[src/rtl/pc_sequencer_if.sv]
// rtl/pc_sequencer_if.sv - instruction memory request/ready port bundle
interface pc_sequencer_if;
  logic        imem_req;
  logic [15:0] imem_addr;
  logic        imem_ready;

  modport master (output imem_req, output imem_addr, input imem_ready);
  modport slave  (input imem_req, input imem_addr, output imem_ready);
endinterface

[src/rtl/pc_sequencer.sv]
// rtl/pc_sequencer.sv - PC owner, fetch sequencer, branch resolver, halt and fetch watchdog
module pc_sequencer #(
  parameter logic [15:0] RESET_PC = 16'h0000,
  parameter int unsigned MAX_WAIT = 32
) (
  input  logic                  clk,
  input  logic                  rst_n,
  input  logic                  stall,
  input  logic                  br_valid,
  input  logic                  br_reg_sel,
  input  logic [2:0]            br_cond,
  input  logic [8:0]            br_imm,
  input  logic [15:0]           br_reg_val,
  input  logic [15:0]           br_pc,
  input  logic [2:0]            flags,
  input  logic                  halt_dec,
  pc_sequencer_if.master        imem,
  output logic                  fetch_valid,
  output logic [15:0]           fetch_pc,
  output logic                  flush,
  output logic                  halted,
  output logic                  fetch_err
);

  typedef enum logic [1:0] {S_IDLE, S_FETCH, S_HALT} state_t;

  // Watchdog fires on the waiting cycle that would bring the count to MAX_WAIT.
  localparam logic [7:0] WD_LAST = 8'(MAX_WAIT - 1);

  state_t      state_q, state_d;
  logic [15:0] pc_q, pc_d;
  logic [15:0] addr_q, addr_d;
  logic [7:0]  wait_cnt_q, wait_cnt_d;
  logic        discard_q, discard_d;
  logic        halt_pend_q, halt_pend_d;
  logic        fetch_err_q, fetch_err_d;

  logic        cond_true;
  logic        taken;
  logic        in_fetch;
  logic        wd_fire;
  logic [15:0] target;

  // Condition code evaluation against {Z,V,N} and branch target selection.
  always_comb begin
    cond_true = 1'b0;
    case (br_cond)
      3'b000: cond_true = ~flags[2];
      3'b001: cond_true = flags[2];
      3'b010: cond_true = ~flags[2] & ~flags[0];
      3'b011: cond_true = flags[0];
      3'b100: cond_true = flags[2] | ~flags[0];
      3'b101: cond_true = flags[2] | flags[0];
      3'b110: cond_true = flags[1];
      default: cond_true = 1'b1;
    endcase
    taken  = br_valid & cond_true;
    target = br_reg_sel ? (br_reg_val & 16'hFFFE)
                        : (br_pc + 16'd2 + {{6{br_imm[8]}}, br_imm, 1'b0});
  end

  // Next-state logic: watchdog > redirect > halt > stall > advance.
  always_comb begin
    state_d     = state_q;
    pc_d        = pc_q;
    addr_d      = addr_q;
    wait_cnt_d  = wait_cnt_q;
    discard_d   = discard_q;
    halt_pend_d = halt_pend_q;
    fetch_err_d = fetch_err_q;

    in_fetch    = (state_q == S_FETCH);
    wd_fire     = in_fetch & ~imem.imem_ready & (wait_cnt_q == WD_LAST);
    flush       = in_fetch & taken & ~wd_fire;
    fetch_valid = in_fetch & imem.imem_ready & ~stall & ~discard_q & ~halt_pend_q & ~taken;
    fetch_pc    = fetch_valid ? pc_q : 16'h0000;

    case (state_q)
      S_IDLE: begin
        state_d = S_FETCH;
        addr_d  = pc_q;
      end
      S_FETCH: begin
        wait_cnt_d = imem.imem_ready ? 8'd0 : wait_cnt_q + 8'd1;
        if (wd_fire) begin
          state_d     = S_HALT;
          fetch_err_d = 1'b1;
        end else begin
          if (taken) begin
            // Redirect; an unanswered request still has to finish, its data is thrown away.
            pc_d      = target;
            discard_d = ~imem.imem_ready;
          end else begin
            if (imem.imem_ready) discard_d = 1'b0;
            if (halt_pend_q) begin
              if (imem.imem_ready) state_d = S_HALT;
            end else if (halt_dec && !stall) begin
              if (imem.imem_ready) state_d = S_HALT;
              else                 halt_pend_d = 1'b1;
            end
            if (fetch_valid) pc_d = pc_q + 16'd2;
          end
          // The address only moves once the current transaction completes.
          if (imem.imem_ready) addr_d = pc_d;
        end
      end
      default: ;
    endcase
  end

  // State registers with asynchronous reset.
  always_ff @(posedge clk or negedge rst_n) begin
    if (!rst_n) begin
      state_q     <= S_IDLE;
      pc_q        <= RESET_PC;
      addr_q      <= RESET_PC;
      wait_cnt_q  <= 8'd0;
      discard_q   <= 1'b0;
      halt_pend_q <= 1'b0;
      fetch_err_q <= 1'b0;
    end else begin
      state_q     <= state_d;
      pc_q        <= pc_d;
      addr_q      <= addr_d;
      wait_cnt_q  <= wait_cnt_d;
      discard_q   <= discard_d;
      halt_pend_q <= halt_pend_d;
      fetch_err_q <= fetch_err_d;
    end
  end

  assign imem.imem_req  = (state_q == S_FETCH);
  assign imem.imem_addr = addr_q;
  assign halted         = (state_q == S_HALT);
  assign fetch_err      = fetch_err_q;

endmodule
[src/flat_wrapper.sv]
// flat-port wrapper written by rule: the top's interface ports become plain ports
module pc_sequencer_flat 
#(
  parameter logic [15:0] RESET_PC = 16'h0000,
  parameter int unsigned MAX_WAIT = 32
)
  (clk, rst_n, stall, br_valid, br_reg_sel, br_cond, br_imm, br_reg_val, br_pc, flags, halt_dec, fetch_valid, fetch_pc, flush, halted, fetch_err, imem_imem_req, imem_imem_addr, imem_imem_ready);
  pc_sequencer_if imem_i ();
  input  logic clk;
  input  logic rst_n;
  input  logic stall;
  input  logic br_valid;
  input  logic br_reg_sel;
  input  logic [2:0] br_cond;
  input  logic [8:0] br_imm;
  input  logic [15:0] br_reg_val;
  input  logic [15:0] br_pc;
  input  logic [2:0] flags;
  input  logic halt_dec;
  output logic fetch_valid;
  output logic [15:0] fetch_pc;
  output logic flush;
  output logic halted;
  output logic fetch_err;
  output wire logic [$bits(imem_i.imem_req)-1:0] imem_imem_req;
  output wire logic [$bits(imem_i.imem_addr)-1:0] imem_imem_addr;
  input wire logic [$bits(imem_i.imem_ready)-1:0] imem_imem_ready;
  assign imem_imem_req = imem_i.imem_req;
  assign imem_imem_addr = imem_i.imem_addr;
  assign imem_i.imem_ready = imem_imem_ready;
  pc_sequencer #(.RESET_PC(RESET_PC), .MAX_WAIT(MAX_WAIT)) u_core (.clk(clk), .rst_n(rst_n), .stall(stall), .br_valid(br_valid), .br_reg_sel(br_reg_sel), .br_cond(br_cond), .br_imm(br_imm), .br_reg_val(br_reg_val), .br_pc(br_pc), .flags(flags), .halt_dec(halt_dec), .imem(imem_i), .fetch_valid(fetch_valid), .fetch_pc(fetch_pc), .flush(flush), .halted(halted), .fetch_err(fetch_err));
endmodule
[config.mk]
export PLATFORM = sky130hd
export DESIGN_NAME = pc_sequencer_flat
export DESIGN_NICKNAME = d
export VERILOG_FILES = /design/src/rtl/pc_sequencer_if.sv /design/src/rtl/pc_sequencer.sv /design/src/flat_wrapper.sv
export SDC_FILE = /design/constraint.sdc
export NUM_CORES = 1
export LEC_CHECK = 0
export CORE_MARGIN = 3
export CORE_UTILIZATION = 40
export CTS_BUF_LIST = sky130_fd_sc_hd__clkbuf_2 sky130_fd_sc_hd__clkbuf_4 sky130_fd_sc_hd__clkbuf_8
export CTS_CLUSTER_DIAMETER = 150
export DETAILED_ROUTE_END_ITERATION = 6
export GPL_ROUTABILITY_DRIVEN = 1
export PLACE_DENSITY_LB_ADDON = 0.12
export SETUP_SLACK_MARGIN = 0.05
export SYNTH_ARGS = -nofsm -noshare
export SYNTH_HDL_FRONTEND = slang
export SYNTH_SLANG_ARGS = --single-unit
[constraint.sdc]
create_clock -name clk -period 4.95 [get_ports clk]
set_input_delay 1.485 -clock clk [delete_from_list [all_inputs] [get_ports clk]]
set_output_delay 1.485 -clock clk [all_outputs]
set_load 0.005 [all_outputs]
# Word level (Yosys, flattened, before mapping)
# Cells that the tools add are included.
totals:
  out_inout_bits: 37
  wordCells: 77
  inputBits: 54
  regBits: 45
op_classes:
  bitwise_logic: 21
  add_sub_neg: 4
  n_reduce_logical: 12
  n_eq_ne: 13
  n_mux: 20
ops:
  columns: ["cell", "count"]
  rows:
  - ["2-to-1 mux 16 bit", 6]
  - ["adder 16 x 2 -> 16 bit (second input constant)", 2]
  - ["one-hot mux 16 bit (2 select lines)", 1]
  - ["adder 16 bit", 1]
  - ["AND reduction 3 bit", 4]
  - ["bitwise AND 1 bit", 11]
  - ["2-to-1 mux 2 bit", 5]
  - ["== test 3 bit (second input constant)", 3]
  - ["adder 8 x 1 -> 8 bit (second input constant)", 1]
  - ["== test 8 x 5 -> 1 bit (second input constant)", 1]
  - ["2-to-1 mux 8 bit", 1]
  - ["inverter 1 bit", 8]
  - ["one-hot mux 1 bit (7 select lines)", 1]
  - ["== test 3 x 2 -> 1 bit (second input constant)", 2]
  - ["2-to-1 mux 1 bit", 5]
  - ["!= test 4 x 1 -> 1 bit (second input constant)", 1]
  - ["one-hot mux 2 bit (2 select lines)", 1]
  - ["AND reduction 2 bit", 2]
  - ["nonzero test 2 bit", 2]
  - ["== test 3 x 1 -> 1 bit (second input constant)", 1]
  - ["logical NOT 3 bit", 1]
  - ["!= test 3 bit (second input constant)", 1]
  - ["== test 2 x 1 -> 1 bit (second input constant)", 1]
  - ["== test 2 bit (second input constant)", 1]
  - ["6 further kinds", 7]

# Logic depth before layout (Yosys ltp)
# Gate-level depths: netlist (run 1).
logic_depth:
  depth_word: 11
  mapped_depth: 12
  depth_no_buf: 12

# Worst setup path after synthesis (run 1)
# No wires, ideal clock.
synth_timing:
  kind: "input to output"
  startpoint: "input port imem_imem_ready"
  endpoint: "output port fetch_pc[10]"
  path_slack_ns: 0.570
  n_path_buf: 3
  t_required_ns: 3.465
  path_stages: 6
  arrival_ns: 2.895
  cell_sequence: "buf_2 -> nand3b_1 -> nor4_1 -> clkbuf_1 -> clkbuf_1 -> and3_1"
synth_via:
  elab_chain_len: 6
synth_rtl:
  columns: ["element", "line", "source"]
  rows:
  - ["start, declared", "flat_wrapper.sv:27", "input wire logic [$bits(imem_i.imem_ready)-1:0] imem_imem_ready;"]
  - ["bitwise AND 1 bit (5 in series)", "pc_sequencer.sv:75", "fetch_valid = in_fetch & imem.imem_ready & ~stall & ~discard_q & ~halt_pend_q & ~taken;"]
  - ["2-to-1 mux 16 bit", "pc_sequencer.sv:76", "fetch_pc = fetch_valid ? pc_q : 16'h0000;"]
  - ["end, declared", "flat_wrapper.sv:21", "output logic [15:0] fetch_pc;"]
# No other way between the ends.

# Final worst setup path (run 1)
layout_timing:
  startpoint: "input port flags[0]"
  endpoint: "output port fetch_pc[0]"
layout_via:
  elab_chain_len: 7
  elab_cells_between_ends: 9
  cone_classes: "2 x mux; 7 x bitwise"
layout_rtl:
  columns: ["element", "line", "source"]
  rows:
  - ["start, declared", "flat_wrapper.sv:18", "input logic [2:0] flags;"]
  - ["inverter 1 bit", "pc_sequencer.sv:50, pc_sequencer.sv:52", null]
  - ["bitwise OR 1 bit or bitwise AND 1 bit (tied branches)", "pc_sequencer.sv:52, pc_sequencer.sv:50", null]
  - ["one-hot mux 1 bit (7 select lines) (*)", "pc_sequencer.sv:47", "case (br_cond)"]
  - ["bitwise AND 1 bit (*)", "pc_sequencer.sv:57", "taken = br_valid & cond_true;"]
  - ["inverter 1 bit (no line) (*)", null, null]
  - ["bitwise AND 1 bit (*)", "pc_sequencer.sv:75", null]
  - ["2-to-1 mux 16 bit (*)", "pc_sequencer.sv:76", null]
# Every way passes the cells marked *; elsewhere a longest branch is shown, timed or not.

==> results.toml, run 1 <==
[run_status]
outcome = "complete, no violations"

[global_routing]
overflow = 0
grt_usage_pct = 19.6
grt_max_degree = 46
grt_pass1_vias = 3313
grt_pass1_wl_um = 16200
antenna_found_initial = 0

[clock_tree]
htreeDepth = 2
cts_buffers = 5
cts_buffer_depth = 2
cts-root-buf = "clkbuf_8"
clock_latency_ns = 0.29
path_clk_slew_ns = 0.09
cts_tree = "yes"
numClockSinks = 45

[yosys]
ys_seq_elements = 45
syn_area_per_cell_um2 = 8.24
synth_fp_nets = 522
syn_area_um2 = 3610
synth_edf_count = 0
synthAdderAreaFrac_pct = 10.6
yosys.area.top_type = "dfrtp_1"
seq_area_frac_synth_pct = 31.2
synth-xor-area-share_pct = 5.58
synthCells = 438
ys.flop_type = "dfrtp_1"
yosys-top-cells-area = "dfrtp_1 (31%), ha_1 (10%), nand2_1 (5.7%)"
synth_top_family_by_area = "simple AND/OR/NAND/NOR gates"
synthMuxAreaShare_pct = 3.50
synth_top_area_share_pct = 31.2
synth-async-reset-ratio_pct = 100
synthSimpleGateAreaFrac_pct = 24.6
yosysWarningCount = 0
synth_compound_area_share_pct = 21.1
ys_types = 55

[floorplan]
die_area_um2 = 10200
die_w_um = 101
die_h_um = 101
rows = 34
io_pins = 91
initial_core_util_pct = 41.4
coreArea_um2 = 8720

[routing]
drt_pass1_iterations = 5
ant_nets = 0
wl_per_cell_um = 15.5
viasPerCell = 5.55
drc = 0
vias = 3539
drt_iter0_drc = 136
routed_wirelength_um = 9870

[worst_setup_path]
crit_arrival_ns = 3.23
critPathKind = "in2out"
r2r_cells = 6
cp-start-kind = "input pin"
required_ns = 3.46
critPathCaptureType = "output pin"
reg2reg_to = "u_core.imem.imem_addr[14]$_DFFE_PN0P_"
reg2reg_slack_ns = 2.58
crit_fanout = 12
r2r_start = "u_core.discard_q$_DFFE_PN0P_"

[placement]
gp_congestion = 0.827
post-place-ws_ns = -0.120
placed_area_um2 = 4660
port_buffers = 89
dp_hpwl_um = 7460

[pwr]
ir_worst_vdd_mv = 0.120
p_per_area_nw_per_um2 = 328
power.switching_mw = 0.582
p_comb_share_pct = 41.8
p_sw_share_pct = 37.1
leakagePower_nw = 2.22
power_mw = 1.57
seqPwrFrac_pct = 43.1
clkPwrFrac_pct = 15.1
p_int_mw = 0.986

[timing]
tns_ns = 0
finalSetupViolations = 0
hold_viol = 0
maxSlewHeadroom_pct = 33.0
fin_crit_sh_pct = 95.2
tightest_slew_ns = 1.00
fin_skew_ns = 0.00694
rsz0062_at_grt = "false"
max_freq_mhz = 212
slew_violations = 0
min_period_ns = 4.71
setup_ws_ns = 0.236

[final_layout]
final_cell_mix = "clkdlybuf4s50_1 (66), nand2_1 (55), dfrtp_1 (45)"
drive_gt1_share_pct = 7.55
syn_to_final_growth_pct = 32.7
final_net_count = 613
diodes = 0
n_fill_cell = 847
stdcell_area_um2 = 4790
final_common_cell = "clkdlybuf4s50_1"

[worst_hold_path]
hold_class = "reg2reg"
holdPathStages = 1
hp-start = "u_core.fetch_err$_DFFE_PN0P_"
hold_path_end = "u_core.fetch_err$_DFFE_PN0P_"

[flow_run]
cap_viol_max_count = 0
==> cells in the mapped netlist (5+ instances only) <==
library cell,count
o21ai_0,35
a21oi_1,27
nand3_1,17
a211oi_1,10
clkbuf_1,20
o31ai_1,5
inv_1,10
nor3_1,9
nor2_1,34
mux2_2,5
nand4_1,7
and3_1,28
mux2i_1,7
ha_1,29
xor2_1,12
nor2b_1,7
dfrtp_1,45
nand2_1,55
xnor2_1,11
==> state kept, by name, summed over array words and instances, names as in the netlist <==
| signal | cells |
|---|---|
| u_core.pc_q | 16 |
| u_core.discard_q | 1 |
| u_core.state_q | 2 |
| u_core.fetch_err | 1 |
| u_core.wait_cnt_q | 8 |
| u_core.imem.imem_addr | 16 |
| u_core.halt_pend_q | 1 |
==> power groups by stage <==
| stage | registers (mW) | logic [mW] | clock network [mW] |
|---|---|---|---|
| floorplan | 0.638 | 0.378 | 0 |
| global placement | 0.676 | 0.635 | 0 |
| detailed placement | 0.681 | 0.647 | 0 |
| CTS | 0.675 | 0.661 | 0.241 |
| global route | 0.700 | 0.740 | 0.255 |
| finish | 0.676 | 0.656 | 0.237 |
==> layer usage <==
| metal | up-vias | track usage, % | part of all wire (%) |
|---|---|---|---|
| li1 | 1787 | - | - |
| met5 | - | 0 | 0 |
| met4 | 0 | 5.32 | 1.7 |
| met1 | 1640 | 28.0 | 47 |
| met2 | 98 | 30.9 | 46 |
| met3 | 14 | 2.63 | 5.3 |
==> metrics by stage <==
stage | util, % | hold slack, ns | instances
after floorplan | - | 0.468 | 438
after global placement | 53.5 | 0.463 | 627
after detailed placement | 53.5 | 0.467 | 627
after CTS | 54.9 | 0.487 | 638
after global routing | 54.9 | 0.500 | 638
final | 54.9 | 0.482 | 638
==> critical path, stage by stage <==
cell,delay [ns]
dlygate4sd2_1,0.28
a211o_1,0.30
o311a_1,0.15
o211ai_1,0.30
buf_4,0.18
buf_12,0.12
and3_1,0.16
dlygate4sd2_1,0.24
==> cell families (layout without fill, tap and decap cells) <==
kind of cell,after synthesis,count (layout)
compound gates,119,119
xor+xnor,23,23
fa+ha+maj,30,30
buf+inv,32,124
flops,45,45
mux,12,12
simple gates,177,177
==> area by class of cell <==
| cell class | count | area, um2 | area share [%] |
|---|---|---|---|
| clock buffers | 7 | 83.8 | 1.75 |
| clock inverters | 1 | 7.51 | 0.157 |
| inverters | 11 | 41.3 | 0.862 |
| multi-input cells | 361 | 2370 | 49.6 |
| flip-flops and latches | 45 | 1130 | 23.5 |
| well taps | 108 | 135 | 2.82 |
| repair buffers | 105 | 1020 | 21.3 |
==> repair_timing <==
item                                    CTS  global route
hold buffers                              0             0
gates resized for setup                  23             1
buffers inserted                          2             0
endpoints found under the setup margin   18             1
cloned                                    1             0
pin swaps                                 1             1
==> how the worst max path moves through the flow <==
stage / from / end / cells after the start
2_1_floorplan: imem_imem_ready / fetch_pc[10] / 6
3_3_place_gp: br_cond[2] / flush / 7
3_5_place_dp: br_cond[1] / fetch_pc[0] / 7
4_1_cts: br_cond[0] / flush / 6
5_1_grt: flags[1] / fetch_pc[5] / 8
6_report: flags[0] / fetch_pc[0] / 8
Power figures use the tool's default switching activity.
==> inputs of run 2 (changes only) <==
--- a/config.mk
+++ b/config.mk
@@ -11,6 +11,7 @@
 export CTS_CLUSTER_DIAMETER = 150
 export DETAILED_ROUTE_END_ITERATION = 6
 export GPL_ROUTABILITY_DRIVEN = 1
+export MAX_ROUTING_LAYER = met4
 export PLACE_DENSITY_LB_ADDON = 0.12
 export SETUP_SLACK_MARGIN = 0.05
 export SYNTH_ARGS = -nofsm -noshare
==> run 2 against run 1 <==
Compared with the run above: fmax grew 0.11%; combinational power is essentially flat; wire length shrank 0.26%; non-clock buffer count is the same; worst hold slack gained 0.0021 ns; first-iteration DRC count shrank 4.4%; highest routed layer unchanged; design area is the same; global-route usage grew 0.55 points; largest cell class unchanged; clock power is essentially flat.
==> results.toml, run 2 (synthesis results as in run 1) <==
[clock_tree]
cts_buffers = 5
htreeDepth = 2
numClockSinks = 45
cts_tree = "yes"
cts_buffer_depth = 2
cts-root-buf = "clkbuf_8"
path_clk_slew_ns = 0.09
clock_latency_ns = 0.29

[pwr]
ir_worst_vdd_mv = 0.118
seqPwrFrac_pct = 43.1
leakagePower_nw = 2.22
power.switching_mw = 0.579
power_mw = 1.57
clkPwrFrac_pct = 15.0
p_sw_share_pct = 37.0
p_int_mw = 0.986
p_per_area_nw_per_um2 = 327
p_comb_share_pct = 41.9

[final_layout]
multiInputGateArea_um2 = 2370
final_common_cell = "clkdlybuf4s50_1"
syn_to_final_growth_pct = 32.7
seq_area_um2 = 1130
drive_gt1_share_pct = 7.55
n_fill_cell = 847
post-route-util_pct = 54.9
diodes = 0
final_net_count = 613
final_cell_mix = "clkdlybuf4s50_1 (66), nand2_1 (55), dfrtp_1 (45)"

[routing]
ant_nets = 0
viasPerCell = 5.54
vias = 3533
drt_iter0_drc = 130
drt_pass1_iterations = 5
routed_wirelength_um = 9840
drc = 0
wl_per_cell_um = 15.4

[floorplan]
io_pins = 91
die_h_um = 101
rows = 34
initial_core_util_pct = 41.4
coreArea_um2 = 8720
die_w_um = 101
die_area_um2 = 10200

[timing]
tightest_slew_ns = 0.996
fin_skew_ns = 0.00702
max_freq_mhz = 212
fin_crit_sh_pct = 95.1
maxSlewHeadroom_pct = 33.6
fin_hold_ws_ns = 0.484
slew_violations = 0
min_period_ns = 4.71
finalSetupViolations = 0
hold_viol = 0
setup_ws_ns = 0.241
tns_ns = 0
rsz0062_at_grt = "false"

[worst_setup_path]
required_ns = 3.46
critPathKind = "in2out"
crit_fanout = 12
cp-start-kind = "input pin"
critPathCaptureType = "output pin"
crit_arrival_ns = 3.22

[run_status]
outcome = "complete, no violations"

[global_routing]
overflow = 0
grt_pass1_vias = 3322
grt_max_degree = 46
grt_usage_pct = 20.1
antenna_found_initial = 0
grt_pass1_wl_um = 16100

[placement]
gp_congestion = 0.840
port_buffers = 89
post-place-ws_ns = -0.120
dp_hpwl_um = 7460

[flow_run]
cap_viol_max_count = 0

[worst_hold_path]
hold_class = "reg2reg"
## run 2: worst paths after layout
kind	from	endpoint	slack, ns	cells past startpoint
hold reg to reg	u_core.fetch_err$_DFFE_PN0P_	u_core.fetch_err$_DFFE_PN0P_	0.48	1
setup / recovery	flags[0]	fetch_pc[0]	0.24	8
setup reg to reg	u_core.discard_q$_DFFE_PN0P_	u_core.imem.imem_addr[14]$_DFFE_PN0P_	2.57	6
min in group asynchronous	rst_n	u_core.pc_q[11]$_DFFE_PN0P_	1.35	1
hold / removal	u_core.fetch_err$_DFFE_PN0P_	u_core.fetch_err$_DFFE_PN0P_	0.48	1
max in group asynchronous	rst_n	u_core.pc_q[5]$_DFFE_PN0P_	2.98	1
## run 2: area by class of cell
class | count | share of cell area [%]
clock buffers | 7 | 1.75
clock inverters | 1 | 0.157
inverters | 11 | 0.862
multi-input cells | 361 | 49.6
flip-flops and latches | 45 | 23.5
well taps | 108 | 2.82
repair buffers | 105 | 21.3
## run 2: power by group through the flow
stage,logic (mW),registers [mW],clock network (mW)
after global routing,0.741,0.700,0.254
after floorplan,0.378,0.638,0
after CTS,0.661,0.675,0.241
after global placement,0.635,0.676,0
after detailed placement,0.647,0.681,0
final,0.656,0.675,0.234
## run 2: critical path, stage by stage
cell and delay (ns):
dlygate4sd2_1 0.28, a211o_1 0.30, o311a_1 0.15, o211ai_1 0.30, buf_4 0.18, buf_12 0.13, and3_1 0.16, dlygate4sd2_1 0.24
## run 2: repair_timing
item,4_1_cts,5_1_grt
setup endpoints to repair,18,1
pin swaps,1,1
setup buffers,2,0
gates resized for setup,23,1
cloned,1,0
hold buffers,0,0
## run 2: per-stage QoR
step	cell area (um2)	instances
finish	4790	638
detailed placement	4660	627
global placement	4660	627
CTS	4790	638
floorplan	3610	438
global route	4790	638
## run 2: routing by layer
metal	track usage, %	up-vias	routed length, um
met5	-	-	0
met4	5.32	0	156
met3	2.15	10	582
met2	31.0	104	4570
met1	28.2	1631	4530
li1	-	1788	-
==> inputs of run 3 (changes only) <==
--- a/config.mk
+++ b/config.mk
@@ -11,9 +11,10 @@
 export CTS_CLUSTER_DIAMETER = 150
 export DETAILED_ROUTE_END_ITERATION = 6
 export GPL_ROUTABILITY_DRIVEN = 1
+export HOLD_SLACK_MARGIN = 0.1
 export MAX_ROUTING_LAYER = met4
 export PLACE_DENSITY_LB_ADDON = 0.12
-export SETUP_SLACK_MARGIN = 0.05
+export SETUP_SLACK_MARGIN = 0.02
 export SYNTH_ARGS = -nofsm -noshare
 export SYNTH_HDL_FRONTEND = slang
 export SYNTH_SLANG_ARGS = --single-unit
==> run 3 against run 2 <==
Compared with the run above: core utilization stayed put; setup slack stayed put; critical path depth stayed put; clock power hardly changed; via count stayed put; power stayed put; sequential power hardly changed; highest routed layer unchanged.
==> results.toml, run 3 (synthesis results as in run 1) <==
[final_layout]
diodes = 0
final_cell_mix = "clkdlybuf4s50_1 (66), nand2_1 (55), dfrtp_1 (45)"
final_net_count = 613
final_cells = 638
drive_gt1_share_pct = 7.55
syn_to_final_growth_pct = 32.7
final_common_cell = "clkdlybuf4s50_1"

[routing]
drc = 0
viasPerCell = 5.54
vias = 3533
wl_per_cell_um = 15.4
drt_iter0_drc = 130
ant_nets = 0
routed_wirelength_um = 9840
drt_pass1_iterations = 5

[placement]
port_buffers = 89
dp_hpwl_um = 7460
post-place-ws_ns = -0.120
gp_congestion = 0.840
dp.cells = 627

[pwr]
power_mw = 1.57
seqPwrFrac_pct = 43.1
power.switching_mw = 0.579
p_per_area_nw_per_um2 = 327
p_comb_share_pct = 41.9
p_sw_share_pct = 37.0
p_int_mw = 0.986
ir_worst_vdd_mv = 0.118
clkPwrFrac_pct = 15.0
leakagePower_nw = 2.22

[floorplan]
die_h_um = 101
io_pins = 91
rows = 34
die_area_um2 = 10200
die_w_um = 101
coreArea_um2 = 8720
initial_core_util_pct = 41.4

[worst_setup_path]
cp-start-kind = "input pin"
reg2reg_slack_ns = 2.57
crit_fanout = 12
critPathCaptureType = "output pin"
r2r_cells = 6
r2r_start = "u_core.discard_q$_DFFE_PN0P_"
critPathKind = "in2out"
reg2reg_to = "u_core.imem.imem_addr[14]$_DFFE_PN0P_"
required_ns = 3.46
crit_arrival_ns = 3.22

[timing]
fin_skew_ns = 0.00702
setup_ws_ns = 0.241
max_freq_mhz = 212
rsz0062_at_grt = "false"
tightest_slew_ns = 0.996
maxSlewHeadroom_pct = 33.6
hold_viol = 0
fin_crit_sh_pct = 95.1
fin_hold_ws_ns = 0.484
tns_ns = 0
min_period_ns = 4.71
finalSetupViolations = 0
slew_violations = 0

[global_routing]
overflow = 0
grt_pass1_wl_um = 16100
grt_usage_pct = 20.1
busiest_layer = "met2"
grt_use_met3_pct = 2.15
grt_max_degree = 46
antenna_found_initial = 0
grt_pass1_vias = 3322
grt_util_met2_pct = 31.0
met1_usage_pct = 28.2

[worst_hold_path]
hp-start = "u_core.fetch_err$_DFFE_PN0P_"
hold_path_end = "u_core.fetch_err$_DFFE_PN0P_"
hold_class = "reg2reg"
holdPathStages = 1

[clock_tree]
cts_tree = "yes"
numClockSinks = 45
cts-hold-fix-buffers = 0
cts_buffers = 5
htreeDepth = 2
path_clk_slew_ns = 0.09
cts_buffer_depth = 2
cts-root-buf = "clkbuf_8"
clock_latency_ns = 0.29

[flow_run]
cap_viol_max_count = 0

[run_status]
outcome = "complete, no violations"
## run 3: cell counts in the layout (fill, tap and decap cells not counted)
Identical to the previous run, type by type.
## run 3: worst max-delay path: stages
cell           delay [ns]
dlygate4sd2_1        0.28
a211o_1              0.30
o311a_1              0.15
o211ai_1             0.30
buf_4                0.18
buf_12               0.13
and3_1               0.16
dlygate4sd2_1        0.24
## run 3: worst max-delay path by stage
stage / start / to / slack (ns) / depth (start not counted)
final: flags[0] / fetch_pc[0] / 0.24 / 8
after global routing: flags[1] / fetch_pc[5] / 0.16 / 8
after CTS: br_cond[0] / flush / 0.07 / 6
after detailed placement: br_cond[1] / fetch_pc[0] / -0.12 / 7
after global placement: br_cond[2] / flush / -0.06 / 7
after floorplan: imem_imem_ready / fetch_pc[10] / 0.57 / 6
## run 3: repair_timing
item | 4_1_cts | 5_1_grt
setup buffers | 2 | 0
endpoints found under the setup margin | 18 | 1
pin swaps | 1 | 1
endpoints found under the hold margin | 0 | 0
gates cloned | 1 | 0
resized for setup | 23 | 1
## run 3: power groups by stage
stage	registers (mW)	logic (mW)	clock network [mW]
after global placement	0.676	0.635	0
after global routing	0.700	0.741	0.254
final	0.675	0.656	0.234
after CTS	0.675	0.661	0.241
after floorplan	0.638	0.378	0
after detailed placement	0.681	0.647	0
## run 3: layout make-up
| type | instances | area, um2 |
|---|---|---|
| clock buffer | 7 | 83.8 |
| clock inverter | 1 | 7.51 |
| fill | 847 | 3930 |
| inverter | 11 | 41.3 |
| multi-input combinational | 361 | 2370 |
| sequential | 45 | 1130 |
| tap | 108 | 135 |
| timing repair buffer | 105 | 1020 |
## run 3: routing by layer
layer / part of all wire, % / vias up
li1: - / 1788
met4: 1.6 / 0
met1: 46 / 1631
met3: 5.9 / 10
met5: 0 / -
met2: 46 / 104
## run 3: metrics by stage
step	area [um2]	util (%)
2_1_floorplan	3610	-
3_3_place_gp	4660	53.5
3_5_place_dp	4660	53.5
4_1_cts	4790	54.9
5_1_grt	4790	54.9
6_report	4790	54.9
